$ cat src/rtl/uart_fpu_pkg.sv
// Shared types and constants for the UART-to-FPU command controller.
// UART_FPU_CHECKSUM_EN adds a trailing XOR checksum byte to every frame.
package uart_fpu_pkg;

   localparam int unsigned BYTE_W            = 8;
   localparam int unsigned OPC_W_DEF         = 4;
   localparam int unsigned DATA_W_DEF        = 32;
   localparam int unsigned TIMEOUT_TICKS_DEF = 320;

`ifdef UART_FPU_CHECKSUM_EN
   localparam int unsigned FRAME_LEN = 1 + 2 * (DATA_W_DEF / BYTE_W) + 1;
`else
   localparam int unsigned FRAME_LEN = 1 + 2 * (DATA_W_DEF / BYTE_W);
`endif

   typedef enum logic [2:0] {
      StIdle,
      StGetA,
      StGetB,
      StCheck,
      StIssue
   } state_e;

endpackage

$ cat src/rtl/uart_fpu_cmd_ctrl_if.sv
// FPU command port: opcode plus two operands under a valid/ready handshake.
interface uart_fpu_cmd_ctrl_if #(
   parameter int unsigned OPC_W  = uart_fpu_pkg::OPC_W_DEF,
   parameter int unsigned DATA_W = uart_fpu_pkg::DATA_W_DEF
);

   logic              op_valid;
   logic              op_ready;
   logic [OPC_W-1:0]  opcode;
   logic [DATA_W-1:0] operand_a;
   logic [DATA_W-1:0] operand_b;

   modport master (
      output op_valid,
      output opcode,
      output operand_a,
      output operand_b,
      input  op_ready
   );

   modport slave (
      input  op_valid,
      input  opcode,
      input  operand_a,
      input  operand_b,
      output op_ready
   );

endinterface

$ cat src/rtl/uart_fpu_timeout.sv
// Saturating inter-byte tick counter; expired_o holds while the count sits at TIMEOUT_TICKS.
module uart_fpu_timeout #(
   parameter int unsigned TIMEOUT_TICKS = 320
) (
   input  logic i_clk,
   input  logic i_rst_n,
   input  logic clr_i,
   input  logic en_i,
   input  logic tick_i,
   output logic expired_o
);

   localparam int unsigned CNT_W = $clog2(TIMEOUT_TICKS + 1);
   localparam logic [CNT_W-1:0] CntMax = CNT_W'(TIMEOUT_TICKS);

   logic [CNT_W-1:0] cnt_q, cnt_d;

   always_comb begin
      cnt_d = cnt_q;
      if (clr_i) begin
         cnt_d = '0;
      end else if (en_i && tick_i && (cnt_q != CntMax)) begin
         cnt_d = cnt_q + 1'b1;
      end
   end

   always_ff @(posedge i_clk or negedge i_rst_n) begin
      if (!i_rst_n) begin
         cnt_q <= '0;
      end else begin
         cnt_q <= cnt_d;
      end
   end

   assign expired_o = (cnt_q == CntMax);

endmodule

$ cat src/rtl/uart_fpu_cmd_ctrl.sv
// Assembles UART bytes into opcode/operand frames and issues them to the FPU.
// Define UART_FPU_CHECKSUM_EN to require a trailing XOR byte per frame.
module uart_fpu_cmd_ctrl
   import uart_fpu_pkg::*;
#(
   parameter int unsigned OPC_W         = OPC_W_DEF,
   parameter int unsigned DATA_W        = DATA_W_DEF,
   parameter int unsigned TIMEOUT_TICKS = TIMEOUT_TICKS_DEF
) (
   input  logic       i_clk,
   input  logic       i_rst_n,
   input  logic       i_stick,
   input  logic [7:0] i_rx_byte,
   input  logic       i_rx_done,
   output logic       o_rx_en,
   output logic       o_rx_hold,
   output logic       o_frame_err,
   output logic       o_busy,
   uart_fpu_cmd_ctrl_if.master cmd
);

   localparam int unsigned NBYTES = DATA_W / BYTE_W;
   localparam int unsigned CNT_W  = $clog2(NBYTES) + 1;
   localparam logic [CNT_W-1:0] LastByte = CNT_W'(NBYTES - 1);

   state_e            state_q;
   logic [CNT_W-1:0]  byte_cnt_q;
   logic [OPC_W-1:0]  opcode_q;
   logic [DATA_W-1:0] operand_a_q;
   logic [DATA_W-1:0] operand_b_q;
   logic              op_valid_q;
   logic              rx_en_q;
   logic              rx_hold_q;
   logic              frame_err_q;
`ifdef UART_FPU_CHECKSUM_EN
   logic [7:0]        chk_q;
`endif

   logic opc_ok;
   logic to_clr;
   logic to_en;
   logic to_expired;

   assign opc_ok = ((i_rx_byte >> OPC_W) == 8'h00);
   // Any strobe outside ISSUE is an accepted byte, so it restarts the timeout.
   assign to_clr = (state_q == StIdle) || (state_q == StIssue) || i_rx_done;
   assign to_en  = (state_q == StGetA) || (state_q == StGetB) || (state_q == StCheck);

   uart_fpu_timeout #(
      .TIMEOUT_TICKS (TIMEOUT_TICKS)
   ) u_timeout (
      .i_clk     (i_clk),
      .i_rst_n   (i_rst_n),
      .clr_i     (to_clr),
      .en_i      (to_en),
      .tick_i    (i_stick),
      .expired_o (to_expired)
   );

   always_ff @(posedge i_clk or negedge i_rst_n) begin
      if (!i_rst_n) begin
         state_q     <= StIdle;
         byte_cnt_q  <= '0;
         opcode_q    <= '0;
         operand_a_q <= '0;
         operand_b_q <= '0;
         op_valid_q  <= 1'b0;
         rx_en_q     <= 1'b1;
         rx_hold_q   <= 1'b0;
         frame_err_q <= 1'b0;
`ifdef UART_FPU_CHECKSUM_EN
         chk_q       <= '0;
`endif
      end else begin
         frame_err_q <= 1'b0;
         case (state_q)
            StIdle: begin
               if (i_rx_done) begin
                  if (opc_ok) begin
                     opcode_q   <= i_rx_byte[OPC_W-1:0];
                     byte_cnt_q <= '0;
                     state_q    <= StGetA;
`ifdef UART_FPU_CHECKSUM_EN
                     chk_q      <= i_rx_byte;
`endif
                  end else begin
                     frame_err_q <= 1'b1;
                  end
               end
            end
            StGetA: begin
               if (i_rx_done) begin
                  operand_a_q[BYTE_W*byte_cnt_q +: BYTE_W] <= i_rx_byte;
`ifdef UART_FPU_CHECKSUM_EN
                  chk_q <= chk_q ^ i_rx_byte;
`endif
                  if (byte_cnt_q == LastByte) begin
                     byte_cnt_q <= '0;
                     state_q    <= StGetB;
                  end else begin
                     byte_cnt_q <= byte_cnt_q + 1'b1;
                  end
               end else if (to_expired) begin
                  state_q     <= StIdle;
                  frame_err_q <= 1'b1;
               end
            end
            StGetB: begin
               if (i_rx_done) begin
                  operand_b_q[BYTE_W*byte_cnt_q +: BYTE_W] <= i_rx_byte;
`ifdef UART_FPU_CHECKSUM_EN
                  chk_q <= chk_q ^ i_rx_byte;
`endif
                  if (byte_cnt_q == LastByte) begin
                     byte_cnt_q <= '0;
`ifdef UART_FPU_CHECKSUM_EN
                     state_q    <= StCheck;
`else
                     state_q    <= StIssue;
                     op_valid_q <= 1'b1;
                     rx_hold_q  <= 1'b1;
                     rx_en_q    <= 1'b0;
`endif
                  end else begin
                     byte_cnt_q <= byte_cnt_q + 1'b1;
                  end
               end else if (to_expired) begin
                  state_q     <= StIdle;
                  frame_err_q <= 1'b1;
               end
            end
`ifdef UART_FPU_CHECKSUM_EN
            StCheck: begin
               if (i_rx_done) begin
                  if (i_rx_byte == chk_q) begin
                     state_q    <= StIssue;
                     op_valid_q <= 1'b1;
                     rx_hold_q  <= 1'b1;
                     rx_en_q    <= 1'b0;
                  end else begin
                     state_q     <= StIdle;
                     frame_err_q <= 1'b1;
                  end
               end else if (to_expired) begin
                  state_q     <= StIdle;
                  frame_err_q <= 1'b1;
               end
            end
`endif
            StIssue: begin
               // Bytes arriving here are dropped; the receiver is held off.
               if (cmd.op_ready && op_valid_q) begin
                  state_q    <= StIdle;
                  op_valid_q <= 1'b0;
                  rx_hold_q  <= 1'b0;
                  rx_en_q    <= 1'b1;
               end
            end
            default: begin
               state_q <= StIdle;
            end
         endcase
      end
   end

   assign cmd.op_valid  = op_valid_q;
   assign cmd.opcode    = opcode_q;
   assign cmd.operand_a = operand_a_q;
   assign cmd.operand_b = operand_b_q;
   assign o_rx_en       = rx_en_q;
   assign o_rx_hold     = rx_hold_q;
   assign o_frame_err   = frame_err_q;
   assign o_busy        = (state_q != StIdle);

endmodule

$ cat src/flat_wrapper.sv
// flat-port wrapper written by rule: the top's interface ports become plain ports
module uart_fpu_cmd_ctrl_flat import uart_fpu_pkg::*;
#(
   parameter int unsigned OPC_W         = OPC_W_DEF,
   parameter int unsigned DATA_W        = DATA_W_DEF,
   parameter int unsigned TIMEOUT_TICKS = TIMEOUT_TICKS_DEF
)
  (i_clk, i_rst_n, i_stick, i_rx_byte, i_rx_done, o_rx_en, o_rx_hold, o_frame_err, o_busy, cmd_op_valid, cmd_opcode, cmd_operand_a, cmd_operand_b, cmd_op_ready);
  uart_fpu_cmd_ctrl_if #(.OPC_W(OPC_W), .DATA_W(DATA_W)) cmd_i ();
  input  logic i_clk;
  input  logic i_rst_n;
  input  logic i_stick;
  input  logic [7:0] i_rx_byte;
  input  logic i_rx_done;
  output logic o_rx_en;
  output logic o_rx_hold;
  output logic o_frame_err;
  output logic o_busy;
  output wire logic [$bits(cmd_i.op_valid)-1:0] cmd_op_valid;
  output wire logic [$bits(cmd_i.opcode)-1:0] cmd_opcode;
  output wire logic [$bits(cmd_i.operand_a)-1:0] cmd_operand_a;
  output wire logic [$bits(cmd_i.operand_b)-1:0] cmd_operand_b;
  input wire logic [$bits(cmd_i.op_ready)-1:0] cmd_op_ready;
  assign cmd_op_valid = cmd_i.op_valid;
  assign cmd_opcode = cmd_i.opcode;
  assign cmd_operand_a = cmd_i.operand_a;
  assign cmd_operand_b = cmd_i.operand_b;
  assign cmd_i.op_ready = cmd_op_ready;
  uart_fpu_cmd_ctrl #(.OPC_W(OPC_W), .DATA_W(DATA_W), .TIMEOUT_TICKS(TIMEOUT_TICKS)) u_core (.i_clk(i_clk), .i_rst_n(i_rst_n), .i_stick(i_stick), .i_rx_byte(i_rx_byte), .i_rx_done(i_rx_done), .o_rx_en(o_rx_en), .o_rx_hold(o_rx_hold), .o_frame_err(o_frame_err), .o_busy(o_busy), .cmd(cmd_i));
endmodule
$ cat config.mk
export PLATFORM = sky130hd
export DESIGN_NAME = uart_fpu_cmd_ctrl_flat
export DESIGN_NICKNAME = d
export VERILOG_FILES = /design/src/rtl/uart_fpu_pkg.sv /design/src/rtl/uart_fpu_cmd_ctrl_if.sv /design/src/rtl/uart_fpu_timeout.sv /design/src/rtl/uart_fpu_cmd_ctrl.sv /design/src/flat_wrapper.sv
export SDC_FILE = /design/constraint.sdc
export NUM_CORES = 1
export LEC_CHECK = 0
export CORE_MARGIN = 2
export CORE_UTILIZATION = 45
export DETAILED_ROUTE_END_ITERATION = 8
export GPL_TIMING_DRIVEN = 0
export PLACE_DENSITY = 0.72
export RECOVER_POWER = 100
export REMOVE_ABC_BUFFERS = 1
export SKIP_LAST_GASP = 1
export SLEW_MARGIN = 20
export SYNTH_ARGS = -nofsm -noshare
export SYNTH_HDL_FRONTEND = slang
export SYNTH_SLANG_ARGS = --single-unit
$ cat constraint.sdc
create_clock -name i_clk -period 3 [get_ports i_clk]
set_input_delay 0.45 -clock i_clk [delete_from_list [all_inputs] [get_ports i_clk]]
set_output_delay 0.45 -clock i_clk [all_outputs]
set_load 0.03 [all_outputs]
---- After elaboration in Yosys (flattened, before gate mapping) ----
Index checks and enable logic that the tools add are counted.
cells by class
  eq/ne operators ......................... 15
  shifts and indexed selects .............. 2
  reductions and logical operators ........ 20
  muxes and demuxes ....................... 31
  add/sub/neg operators ................... 3
operator list
  operator                   number
  $bwmux W32                 2
  $mux W3                    12
  $neg A6 Y34                1
  $shift A8 B34 Y32 const A  1
  $shiftx A8 B34 Y32         1
  $mux W9                    2
  $pmux W3 S4                1
  $mux W1                    10
  $add A9 B1 Y9 const B      1
  $eq A3 B2 Y1 const B       3
  $eq A9 B9 Y1 const B       1
  $ne A9 B9 Y1 const B       1
  $logic_not A8 Y1           1
  $ne A2 B2 Y1 const B       4
  $reduce_and A4 Y1          2
  $ne A3 B3 Y1 const B       2
  $pmux W1 S2                3
  $pmux W3 S2                1
  $reduce_bool A2 Y1         3
  $reduce_and A5 Y1          1
  $logic_or A1 B1 Y1         4
  $ne A2 B1 Y1 const B       2
  $reduce_and A2 Y1          2
  $add A3 B1 Y3 const B      1
  other kinds (7)            9
storage, ports and cells
  bits in registers ....................... 86
  word-level logic and storage cells ...... 80
  input bits .............................. 13
  output and inout bits ................... 73

---- Logic depth before layout (Yosys ltp) ----
Gate-level depths: netlist of the first run.
  depth after elaboration ................. 7
  mapped depth ............................ 8
  gate-level depth less buffers ........... 7

---- Cells and area by module ----
A second synthesis of the first run with hierarchy kept.
second synthesis, totals
  cell total of the unflattened synthesis .. 290
  area, all modules ....................... 3887.5 um^2
modules (own cells, without submodules)
  module             area each (um^2)  cells an instance  instances  sequential area each (um^2)
  uart_fpu_cmd_ctrl  3354.5            235                1          1928.1
  uart_fpu_timeout   533.0             55                 1          225.2

---- Worst setup path before layout of the first run ----
No wires, ideal clock.
  path kind ............................... register -> register
  start ................................... register u_core.byte_cnt_q[0]
  end ..................................... register u_core.operand_a_q[3], in the netlist u_core.cmd.operand_a[3]
  library setup time ...................... 135 ps
  required time ........................... 2865 ps
  setup slack ............................. 789 ps
  data arrival time ....................... 2076 ps
  stages on the path, launching flop included .. 9
  period minus slack after synthesis ...... 2211 ps
  cells stage by stage .................... dfrtp_1 > inv_1 > ha_1 > ha_1 > nor3b_1 > nand4_1 > clkbuf_1 > nand2_1 > o21ai_0
between the ends
  longest elaborated chain between the ends .. 3
  elaborated cells between the ends (all ways) .. 4
RTL lines
  element                                                  RTL line                  source
  from (decl)                                              uart_fpu_cmd_ctrl.sv:27   logic [CNT_W-1:0] byte_cnt_q;
  from (signal assigned)                                   uart_fpu_cmd_ctrl.sv:101  byte_cnt_q <= byte_cnt_q + 1'b1;
  from (signal assigned)                                   uart_fpu_cmd_ctrl.sv:125  byte_cnt_q <= byte_cnt_q + 1'b1;
  $neg A6 Y34 (*)                                          uart_fpu_cmd_ctrl.sv:93   operand_a_q[BYTE_W*byte_cnt_q +: BYTE_W] <= i_rx_byte;
  $shiftx A8 B34 Y32 or $shift A8 B34 Y32 (tied branches)  uart_fpu_cmd_ctrl.sv:93
  $bwmux W32 (*)                                           uart_fpu_cmd_ctrl.sv:93
  to (signal, indexed assignment)                          uart_fpu_cmd_ctrl.sv:93
  to (decl)                                                uart_fpu_cmd_ctrl.sv:29   logic [DATA_W-1:0] operand_a_q;
Mark *: on every way between the ends. The rest lies on a longest branch, timed or not.
A chain may end at the register's enable or synchronous reset.

---- Worst setup path in the final report of the first run ----
  start ................................... register u_core.state_q[1]
  end ..................................... output o_busy
between the ends
  longest elaborated chain between the ends .. 1
RTL lines
  element                 RTL line                  source
  from (decl)             uart_fpu_cmd_ctrl.sv:26   state_e state_q;
  from (signal assigned)  uart_fpu_cmd_ctrl.sv:62   state_q <= StIdle;
  from (signal assigned)  uart_fpu_cmd_ctrl.sv:82   state_q <= StGetA;
  from (signal assigned)  uart_fpu_cmd_ctrl.sv:99   state_q <= StGetB;
  $reduce_bool A3 Y1      uart_fpu_cmd_ctrl.sv:173  assign o_busy = (state_q != StIdle);
  to (decl)               flat_wrapper.sv:18        output logic o_busy;
No other way between the ends.

==> flow_summary.json, run 1 <==
{
  "outcome": "complete, but fails checks",
  "violations": "capacitance limit, slew limit",
  "hpwl_um": 6260,
  "via_count": 2736,
  "ctsHoldBuffers": 0,
  "initial_core_util": 0.468,
  "routabilityCongestion": 0.826,
  "finalPower_w": 0.00388,
  "synth.top_cell.area_share": 0.548,
  "slew-limit-headroom": -0.237,
  "cts_setup_buffers": 0,
  "cp_max_fo": 16,
  "clk_path_buf_depth": 2,
  "synth_ff_type": "dfrtp_1",
  "crit_arrival_ns": 2.33,
  "yosysMostFrequentCell": "dfrtp_1",
  "place_area_mm2": 0.00487,
  "worst_pin_slew_ns": 1.86,
  "io_pins": 86,
  "skew_ns": 0.0117,
  "grt_pass1_wl_um": 14800,
  "netlist_instances": 314,
  "die_area_mm2": 0.00939,
  "overflow": 0,
  "finalHoldViolations": 0,
  "fin_nets": 426,
  "hold_depth": 2,
  "synthTopCellsByCount": "85 x dfrtp_1, 62 x mux2_2, 29 x nand2_1",
  "routed_wl_um": 8890,
  "cts_buffers": 9,
  "p_leak_nw": 2.49,
  "dr.pass1.iters": 4,
  "first_global_vias": 2798,
  "rsz0062_at_grt": "false",
  "antenna_found_initial": 0,
  "ir_drop_mv": 0.430,
  "end_kind": "output port",
  "final_max_slew_viol_count": 33,
  "synth-async-reset-ratio": 1.00,
  "synth_cell_types": 49,
  "vias_per_cell": 5.30,
  "fmax_ghz": 0.360,
  "cts.sinks": 86,
  "cts_tree": "yes",
  "drt-wirelength-per-cell_um": 17.2,
  "synth_edf_count": 0,
  "yosysWarnings": 0,
  "setup_viol": 0,
  "cts_max_level": 3,
  "netlist_top_cells_area": "dfrtp_1 55%, mux2_2 18%, and2_1 4.0%",
  "ctsResizeCount": 0,
  "ant_nets": 0,
  "final_util": 0.605,
  "final_area_mm2": 0.00502,
  "cp.required_ns": 2.55,
  "layout-drive-gt1-share": 0.217,
  "fp.dieH_um": 96.9,
  "diodes": 0,
  "route.detailed.drc": 0,
  "drt_iter0_markers": 113,
  "critPathKind": "reg -> out",
  "powerDensity_mw_per_mm2": 773,
  "period_share": 0.926,
  "hold_class": "reg -> reg",
  "clk_pin_slew_ns": 0.09,
  "fp.coreArea_mm2": 0.00830,
  "io_buffers": 85,
  "period_needed_ns": 2.78,
  "clock_latency_ns": 0.35,
  "row_count": 33,
  "synth_area_per_cell_um2": 12.4,
  "areaGrowthSynthToFinish_pct": 29.3,
  "ys_seq_area_frac": 0.554,
  "root_buffer": "clkbuf_8",
  "ys_seq_elements": 86,
  "globalRouteTotalUtil": 0.199,
  "grt_max_degree": 55,
  "cp-start-kind": "flop",
  "syn_area_mm2": 0.00388,
  "synth_largest_area_cell": "dfrtp_1",
  "reg2regPathDepth": 6,
  "chipWidth_um": 96.9,
  "cap_violations": 1
}
registers in the layout (all words and copies together) (netlist names), 3 cells and up:
signal / count
u_core.byte_cnt_q: 3
u_core.u_timeout.cnt_q: 9
u_core.cmd.opcode: 4
u_core.cmd.operand_a: 32
u_core.cmd.operand_b: 32
u_core.state_q: 3
path summary, 6_finish.rpt:
kind	from	to	slack, ns
min in group asynchronous	i_rst_n	u_core.cmd.operand_a[29]$_DFFE_PN0P_	0.59
setup reg to reg	u_core.byte_cnt_q[0]$_DFFE_PN0P_	u_core.cmd.operand_a[4]$_DFFE_PN0P_	0.44
hold reg to reg	u_core.cmd.operand_a[6]$_DFFE_PN0P_	u_core.cmd.operand_a[6]$_DFFE_PN0P_	0.49
max in group asynchronous	i_rst_n	u_core.u_timeout.cnt_q[8]$_DFFE_PN0P_	1.34
hold / removal	u_core.cmd.operand_a[6]$_DFFE_PN0P_	u_core.cmd.operand_a[6]$_DFFE_PN0P_	0.49
setup / recovery	u_core.state_q[1]$_DFFE_PN0P_	o_busy	0.22
through the flow:
stage          cells  hold WS (ns)  setup TNS, ns  setup WS (ns)
6_report         516         0.486              0          0.221
3_5_place_dp     500         0.428              0          0.155
5_1_grt          516         0.513              0         0.0783
2_1_floorplan    309         0.154              0          0.628
4_1_cts          516        0.0380              0          0.212
3_3_place_gp     499         0.461        -132.08          -1.55
kinds of logic (layout without fill, tap and decap cells):
family | after synthesis | after routing | synth area share
adder cells (fa/ha/maj) | 7 | 7 | 0.0225
buffers and inverters | 12 | 109 | 0.0132
AO/OA/AOI/OAI | 28 | 28 | 0.0493
multiplexers | 63 | 63 | 0.182
AND/OR/NAND/NOR | 113 | 113 | 0.167
XOR/XNOR | 5 | 5 | 0.0113
flip-flops | 86 | 86 | 0.554
placed cells by master, fill, tap and decap left out, types with 2 or more instances in the layout:
cell,instances
dfrtp_1,85
dlygate4sd3_1,73
mux2_2,62
nand2_1,29
and2_1,24
nor2_1,21
clkdlybuf4s50_1,11
clkbuf_8,10
o21ai_0,8
inv_1,7
ha_1,7
nand2b_1,6
a21oi_1,6
xnor2_1,5
nor4_1,4
nand3_1,4
nor2b_1,3
nand4_1,3
or3_1,3
a31oi_1,3
clkinvlp_4,3
nand3b_1,2
nor4b_1,2
a211oi_2,2
layout make-up:
| class | instances | area, um^2 |
|---|---|---|
| inverter | 7 | 26.3 |
| clock buffer | 10 | 138 |
| multi-input combinational | 216 | 1630 |
| clock inverter | 6 | 70.1 |
| sequential | 86 | 2150 |
| fill | 694 | 3280 |
| tap | 105 | 131 |
| timing repair buffer | 86 | 872 |
critical path, stage by stage, from the launching register on:
cell,delay (ns)
dfrtp_1,0.47
nor2_1,0.72
nand2_1,0.15
clkdlybuf4s50_1,0.63
routing by layer:
| layer | global-route usage | up-vias | wire length [um] |
|---|---|---|---|
| met1 | 0.266 | 1365 | 4010 |
| li1 | - | 1288 | - |
| met2 | 0.313 | 75 | 4220 |
| met5 | 0 | - | 0 |
| met3 | 0.0520 | 8 | 530 |
| met4 | 0.0758 | 0 | 131 |
power by group:
part / internal, W / total [W] / switching (W)
combinational: 0.000597 / 0.00154 / 0.000940
clock: 0.000412 / 0.000838 / 0.000426
sequential: 0.00136 / 0.00151 / 0.000145
(Power assumes the default switching activity.)
==> run 2, diff against run 1 <==
--- a/config.mk
+++ b/config.mk
@@ -6,10 +6,9 @@
 export NUM_CORES = 1
 export LEC_CHECK = 0
 export CORE_MARGIN = 2
-export CORE_UTILIZATION = 45
+export CORE_UTILIZATION = 30
 export DETAILED_ROUTE_END_ITERATION = 8
 export GPL_TIMING_DRIVEN = 0
-export PLACE_DENSITY = 0.72
 export RECOVER_POWER = 100
 export REMOVE_ABC_BUFFERS = 1
 export SKIP_LAST_GASP = 1
==> run 2 against run 1 <==
The flow still finishes with violations (capacitance limit, slew limit); hold slack got worse by 0.0076 ns; combinational power barely moved; die area rose by 48%; via count rose by 1.5%; cell count rose by 13%; sequential power barely moved; clock skew barely moved; critical path type unchanged; critical endpoint unchanged.
==> flow_summary.json, run 2 (synthesized netlist as in run 1, its figures left out) <==
{
  "io_buffers": 85,
  "final_max_slew_viol_count": 34,
  "fmax_ghz": 0.359,
  "slew-limit-headroom": -0.285,
  "via_count": 2778,
  "end_kind": "output port",
  "crit_arrival_ns": 2.34,
  "cp_max_fo": 16,
  "clk_path_buf_depth": 2,
  "root_buffer": "clkbuf_16",
  "drt_iter0_markers": 86,
  "rsz0062_at_grt": "false",
  "io_pins": 86,
  "critPathSlowestCell": "nor2_1",
  "cp.buffers_inverters": 1,
  "fp.dieH_um": 118,
  "critical_path.top_delay_family": "simple AND/OR/NAND/NOR gates",
  "cp.required_ns": 2.55,
  "clock_latency_ns": 0.34,
  "setup_slack_ns": 0.213,
  "ctsHoldBuffers": 0,
  "hold_class": "reg -> reg",
  "grt_pass1_wl_um": 15400,
  "initial_core_util": 0.308,
  "setup_viol": 0,
  "mostFrequentLayoutCell": "dfrtp_1",
  "worst_pin_slew_ns": 1.93,
  "final_util": 0.416,
  "dp.cells": 567,
  "cpPeakStageDelay_ns": 0.73,
  "cts_max_level": 3,
  "powerDensity_mw_per_mm2": 829,
  "antenna_found_initial": 0,
  "cap_violations": 1,
  "globalRouteTotalUtil": 0.142,
  "grt_max_degree": 54,
  "ant_nets": 0,
  "drt-wirelength-per-cell_um": 16.4,
  "chipWidth_um": 118,
  "whs_ns": 0.478,
  "layout-drive-gt1-share": 0.218,
  "row_count": 41,
  "areaGrowthSynthToFinish_pct": 35.2,
  "cp_cell_sequence": "nor2_1 -> nand2_1 -> clkdlybuf4s50_1",
  "skew_ns": 0.0117,
  "critPathKind": "reg -> out",
  "vias_per_cell": 4.76,
  "p_leak_nw": 2.57,
  "outcome": "complete, but fails checks",
  "diodes": 0,
  "first_global_vias": 2926,
  "fin_cells": 584,
  "overflow": 0,
  "violations": "capacitance limit, slew limit",
  "routed_wl_um": 9560,
  "cp-start-kind": "flop",
  "finalHoldViolations": 0,
  "routabilityCongestion": 0.885,
  "route.detailed.drc": 0,
  "clk_pin_slew_ns": 0.06,
  "most-common-layout-cells": "85 x dfrtp_1, 74 x dlygate4sd3_1, 62 x mux2_2, 29 x nand2_1, 24 x and2_1",
  "dp_worst_setup_slack_ns": 0.140,
  "fill_cells": 1261,
  "fin_nets": 427,
  "period_needed_ns": 2.79,
  "period_share": 0.929,
  "cts_tree": "yes",
  "die_area_mm2": 0.0139,
  "ir_drop_mv": 0.361,
  "fin_tns_setup_ns": 0,
  "cts.sinks": 86,
  "cts_buffers": 9,
  "hpwl_um": 6790,
  "regToRegSetupSlack_ns": 0.37,
  "fp.coreArea_mm2": 0.0126,
  "dr.pass1.iters": 4
}
==> run 2: cell count changes in the layout (fill, tap and decap cells not counted), sizes merged <==
| cell | previous run | this run |
|---|---|---|
| bufinv | 1 | 3 |
| clkdlybuf4s50 | 11 | 10 |
| clkinv | 1 | 0 |
| clkinvlp | 3 | 1 |
| dlygate4sd3 | 73 | 74 |
| inv | 8 | 10 |
==> run 2: path summary, 6_finish.rpt <==
kind | startpoint | endpoint | depth (start not counted)
max | u_core.state_q[1]$_DFFE_PN0P_ | o_busy | 3
max reg2reg | u_core.byte_cnt_q[0]$_DFFE_PN0P_ | u_core.cmd.operand_b[6]$_DFFE_PN0P_ | 6
min reg2reg | u_core.cmd.operand_a[7]$_DFFE_PN0P_ | u_core.cmd.operand_a[7]$_DFFE_PN0P_ | 2
min in group asynchronous | i_rst_n | u_core.u_timeout.cnt_q[1]$_DFFE_PN0P_ | 1
min | u_core.cmd.operand_a[7]$_DFFE_PN0P_ | u_core.cmd.operand_a[7]$_DFFE_PN0P_ | 2
max in group asynchronous | i_rst_n | u_core.cmd.operand_a[7]$_DFFE_PN0P_ | 1
==> run 2: power breakdown <==
part | switching [W] | total (W) | internal [W] | leakage, nW
clock | 0.000481 | 0.00131 | 0.000825 | 0.169
sequential | 0.000146 | 0.00151 | 0.00136 | 1.18
combinational | 0.000940 | 0.00154 | 0.000598 | 1.22
total | 0.00157 | 0.00436 | 0.00279 | 2.57
==> run 2: worst register-to-register path, delay by kind of cell (launching register included) <==
kind | cells | cell delay (ns)
simple gates | 2 | 0.82
fa+ha+maj | 2 | 0.59
buf+inv | 1 | 0.15
flops | 1 | 0.52
mux | 1 | 0.44
==> run 2: what timing repair did <==
action | 4_1_cts | 5_1_grt
buffers inserted | 0 | 1
endpoints found under the setup margin | 0 | 2
gates resized for setup | 0 | 0
hold endpoints to repair | 0 | 0
==> run 2: through the flow <==
| step | total power, W | cell area, um^2 |
|---|---|---|
| global route | 0.00459 | 5250 |
| CTS | 0.00451 | 5300 |
| global placement | 0.00315 | 4930 |
| detailed placement | 0.00318 | 4950 |
| finish | 0.00436 | 5250 |
| floorplan | 0.00254 | 3860 |
==> run 2: cell type report <==
cell class / instances / area [um^2] / share of cell area
Sequential cell: 86 / 2150 / 0.410
Multi-Input combinational cell: 216 / 1630 / 0.311
Timing Repair Buffer: 87 / 876 / 0.167
Clock buffer: 9 / 225 / 0.0429
Tap cell: 172 / 215 / 0.0410
Clock inverter: 7 / 126 / 0.0241
Inverter: 7 / 26.3 / 0.00500
==> run 2: routing by layer <==
| metal | share of wire | vias to the layer above | wire (um) | track usage |
|---|---|---|---|---|
| met5 | 0 | - | 0 | 0 |
| li1 | - | 1292 | - | - |
| met4 | 0.017 | 0 | 164 | 0.0595 |
| met3 | 0.050 | 11 | 482 | 0.0339 |
| met1 | 0.46 | 1409 | 4380 | 0.182 |
| met2 | 0.47 | 66 | 4520 | 0.230 |
==> variant 1 (flow settings as in run 1) <==
The package constant `TIMEOUT_TICKS_DEF` goes from 320 to 80.
--- a/src/rtl/uart_fpu_pkg.sv
+++ b/src/rtl/uart_fpu_pkg.sv
@@ -6,5 +6,5 @@
    localparam int unsigned OPC_W_DEF         = 4;
    localparam int unsigned DATA_W_DEF        = 32;
-   localparam int unsigned TIMEOUT_TICKS_DEF = 320;
+   localparam int unsigned TIMEOUT_TICKS_DEF = 80;
 
 `ifdef UART_FPU_CHECKSUM_EN
Behaviour: no difference found for any inputs over 10 cycles, from zero or initial values and one cycle with i_rst_n low; that may be too few to reach the edited logic, so the function may still have changed.
==> variant 1 against run 1 <==
Critical path depth increased by 3; clock skew about the same; synthesized area decreased by 3.3%; sequential cell count decreased by 2; setup slack improved by 0.048 ns; sequential share of layout area about the same; synthesized cell count decreased by 9.9%; routed wire length decreased by 9.0%; register-to-register slack got worse by 0.17 ns; cell count decreased by 6.4%; combinational power increased by 12%; cell area decreased by 2.4%; power increased by 6.4%.
==> variant 1: results (changes against run 1) <==
* Static leakage at 2.423 nW (was 2.490 nW)
* Sequential area share after synthesis at 55.96% (was 55.43%)
* Synth area leaders: dfrtp_1, mux2_2, nor2b_1 (was dfrtp_1, mux2_2, and2_1)
* Outcome: finished, final reports clean (was finished, violations left)
* Via-to-Cell Ratio at 5.308 (was 5.302)
* GPL Wtd Cong at 0.8315 (was 0.8257)
* R2R Path End: u_core.cmd.operand_a[21] (was u_core.cmd.operand_a[4])
* Slew @ Worst Pin at 1.176 ns (was 1.856 ns)
* Placed cell count at 467 (was 500)
* Max rail drop VDD at 0.0003994 V (was 0.0004300 V)
* Area after DPL at 4725 sq um (was 4867 sq um)
* Overall Global Routing Usage at 18.94% (was 19.93%)
* Comb power at 1.73 mW (was 1.54 mW)
* DP Worst Slack at 0.2895 ns (was 0.1555 ns)
* CTS Buffer Depth at 2 (unchanged)
* Origin of the worst setup path: u_core.byte_cnt_q[0] (was u_core.state_q[1])
* Final HPWL DP at 5.877 mm (was 6.265 mm)
* Mux cell area share after synthesis at 21.97% (was 18.23%)
* Tot Pwr at 4.132 mW (was 3.883 mW)
* Adder-Cell Fraction of Synth Area at 1.664% (was 2.254%)
* Setup slack, reg-to-reg at 0.27 ns (was 0.44 ns)
* Compound-Gate Fraction of Synth Area at 3.662% (was 4.928%)
* Number of global-route vias before repair at 2549 (was 2798)
* Hold slack at 0.3288 ns (was 0.4856 ns)
* Largest net degree at the start of global routing at 49 (was 55)
* Syn avg cell area at 13.28 sq um (was 12.37 sq um)
* XOR/XNOR Fraction of Synth Area at 0.2330% (was 1.127%)
* H-tree levels at 3 (unchanged)
* CP Data Arrival Time at 2.97 ns (was 2.33 ns)
* Synth unique cells at 48 (was 49)
* Top cells by count, synth: dfrtp_1, mux2_2, nand2_1 (unchanged)
* Worst-path clk slew at 0.09 ns (about the same)
* DR WL/cell at 16.75 um (was 17.23 um)
* DRT iter0 DRCs at 80 (was 113)
* Hold Crit Class: input port to asynchronous set/reset pin (was flop to flop)
* Fin crit share at 91.02% (was 92.62%)
* Post-CTS sizing at 0 (unchanged)
* Cell Int Power at 2.478 mW (was 2.372 mW)
* Nets at 391 (was 426)
* First-pass GRT wire length at 13.01 mm (was 14.79 mm)
* P_seq at 1.59 mW (was 1.51 mW)
variant 1: worst max-delay path, stage by stage (launching register included):
cell,delay (ns)
dfrtp_1,0.65
inv_1,0.10
ha_1,0.21
ha_1,0.34
or2b_1,0.32
nor4_4,0.59
mux2_2,0.40
variant 1: final cells by class:
class | count | area [sq um]
Clock buffer | 10 | 127.6
Clock inverter | 6 | 71.32
Fill cell | 674 | 3274
Inverter | 10 | 37.54
Multi-Input combinational cell | 182 | 1579
Sequential cell | 84 | 2103
Tap cell | 105 | 131.4
Timing Repair Buffer | 86 | 850.8
variant 1: per-layer routing:
metal | share of wire, % | GRT usage (%)
met1 | 45 | 25.12
met2 | 47 | 29.52
met3 | 5.6 | 4.664
met4 | 2.5 | 8.571
met5 | 0 | 0
variant 1: logic make-up (layout without fill, tap and decap cells):
logic type	after synthesis	after routing
flip-flops	84	84
AND/OR/NAND/NOR	84	84
multiplexers	74	74
AO/OA/AOI/OAI	18	18
buffers and inverters	17	112
adder cells (fa/ha/maj)	5	5
XOR/XNOR	1	1
==> variant 2 (flow settings as in run 1) <==
Made on the original files. Register the output `o_frame_err` once more, without a reset; this adds one clock of latency there. The other outputs are not delayed to match.
--- a/src/rtl/uart_fpu_cmd_ctrl.sv
+++ b/src/rtl/uart_fpu_cmd_ctrl.sv
@@ -170,5 +170,7 @@
    assign o_rx_en       = rx_en_q;
    assign o_rx_hold     = rx_hold_q;
-   assign o_frame_err   = frame_err_q;
+   always_ff @(posedge i_clk) begin
+      o_frame_err <= frame_err_q;
+   end
    assign o_busy        = (state_q != StIdle);
 
Check against the original RTL: not equivalent (Yosys sat finds a counterexample within 4 cycles, from zero or initial values and one cycle with i_rst_n low).
==> variant 2 against run 1 <==
The flow still finishes with violations (max-capacitance violations, max-slew violations); setup slack improved by 0.18 ns; cell area fell by 0.50%; power rose by 1.4%; die area fell by 0.93%; fmax rose by 7.0%; routed wire length fell by 2.0%; sequential power rose by 3%; sequential cell count rose by 1; synthesized area fell by 0.97%.
==> variant 2: results (changes against run 1) <==
* DR WL/cell at 16.98 um (was 17.23 um)
* Origin of the worst setup path: u_core.byte_cnt_q[0] (was u_core.state_q[1])
* Setup slack, reg-to-reg at 0.40 ns (was 0.44 ns)
* DRC Markers at 0 (unchanged)
* Vias at 2685 (was 2736)
* Max-Cap Viols at 1 (unchanged)
* Post-Syn Instances at 312 (was 314)
* DRT iter0 DRCs at 134 (was 113)
* Number of global-route vias before repair at 2674 (was 2798)
* Synth unique cells at 39 (was 49)
* Sequential area share after synthesis at 56.49% (was 55.43%)
* First-pass GRT wire length at 13.88 mm (was 14.79 mm)
* Crit-path max FO at 14 (was 16)
* Placed cell count at 497 (was 500)
* Relative slew slack at -22.89% (was -23.72%)
* Outcome: finished, violations left (unchanged)
* HP Start: u_core.frame_err_q (was u_core.cmd.operand_a[6])
* Final Instance Count excl. Fillers at 513 (was 516)
* Overall Global Routing Usage at 19.89% (was 19.93%)
* CP Data Arrival Time at 2.82 ns (was 2.33 ns)
* Layout cells sized above 1 at 20.59% (was 21.65%)
* Synth area leaders: dfrtp_1, mux2_2, and2_1 (unchanged)
* Top cells by count, synth: dfrtp_1, mux2_2, nand2_1 (unchanged)
* Static leakage at 2.443 nW (was 2.490 nW)
* GPL Wtd Cong at 0.8520 (was 0.8257)
* Failing checks: max-capacitance violations, max-slew violations (unchanged)
* Clock Skews at 0.01406 ns (was 0.01172 ns)
* Nets at 423 (was 426)
* Async SR Flop Fraction at 98.85% (was 100.0%)
* Max rail drop VDD at 0.0003881 V (was 0.0004300 V)
* Worst Hold End: u_core.o_frame_err (was u_core.cmd.operand_a[6])
* Slew Limit Fails at 33 (unchanged)
* Final HPWL DP at 6.194 mm (was 6.265 mm)
* Setup crit end kind: flop (was output port)
==> variant 2: routing by layer <==
layer	track usage (%)	vias to the layer above	share of wire [%]
met1	27.77	1327	45
met2	29.98	82	47
met4	6.925	0	1.1
met5	0	-	0
li1	-	1270	-
met3	5.508	6	7.3
==> variant 2: stage by stage <==
stage	setup slack [ns]	hold slack, ns	instance area [sq um]	util, %
after floorplan	0.8415	0.1544	3806	-
after global placement	-1.612	0.3275	4788	57.98
after detailed placement	0.3844	0.3317	4813	58.29
after CTS	0.4395	0.05709	5011	60.68
after global routing	0.2125	0.3662	4997	60.52
final	0.4024	0.3495	4997	60.52
==> variant 2: worst max-delay path, stage by stage (launching register included) <==
cell	delay, ns
dfrtp_1	0.48
inv_1	0.13
ha_1	0.22
ha_1	0.36
nor3b_1	0.33
nand4_1	0.50
mux2_2	0.45
==> variant 2: final cells by class <==
class,instances,area (sq um)
Timing Repair Buffer,86,872.1
Multi-Input combinational cell,212,1597
Clock buffer,10,127.6
Tap cell,105,131.4
Sequential cell,87,2173
Clock inverter,6,70.07
Fill cell,710,3261
Inverter,7,26.28
==> variant 2: cell families after synthesis <==
logic type                 count (synthesis)  synth area share, %
adders and majority gates                  7                2.276
xor gates and xnor gates                   6                1.366
and+or+nand+nor                          112                15.68
AOI/OAI and AO/OA                         25                4.292
buffers and inverters                     13                1.756
muxes                                     62                18.15
DFF                                       87                56.49
==> variant 2: power by group <==
group	total (mW)	internal [mW]	switching [mW]
sequential	1.55	1.40	0.149
clock	0.815	0.390	0.425
combinational	1.57	0.608	0.964
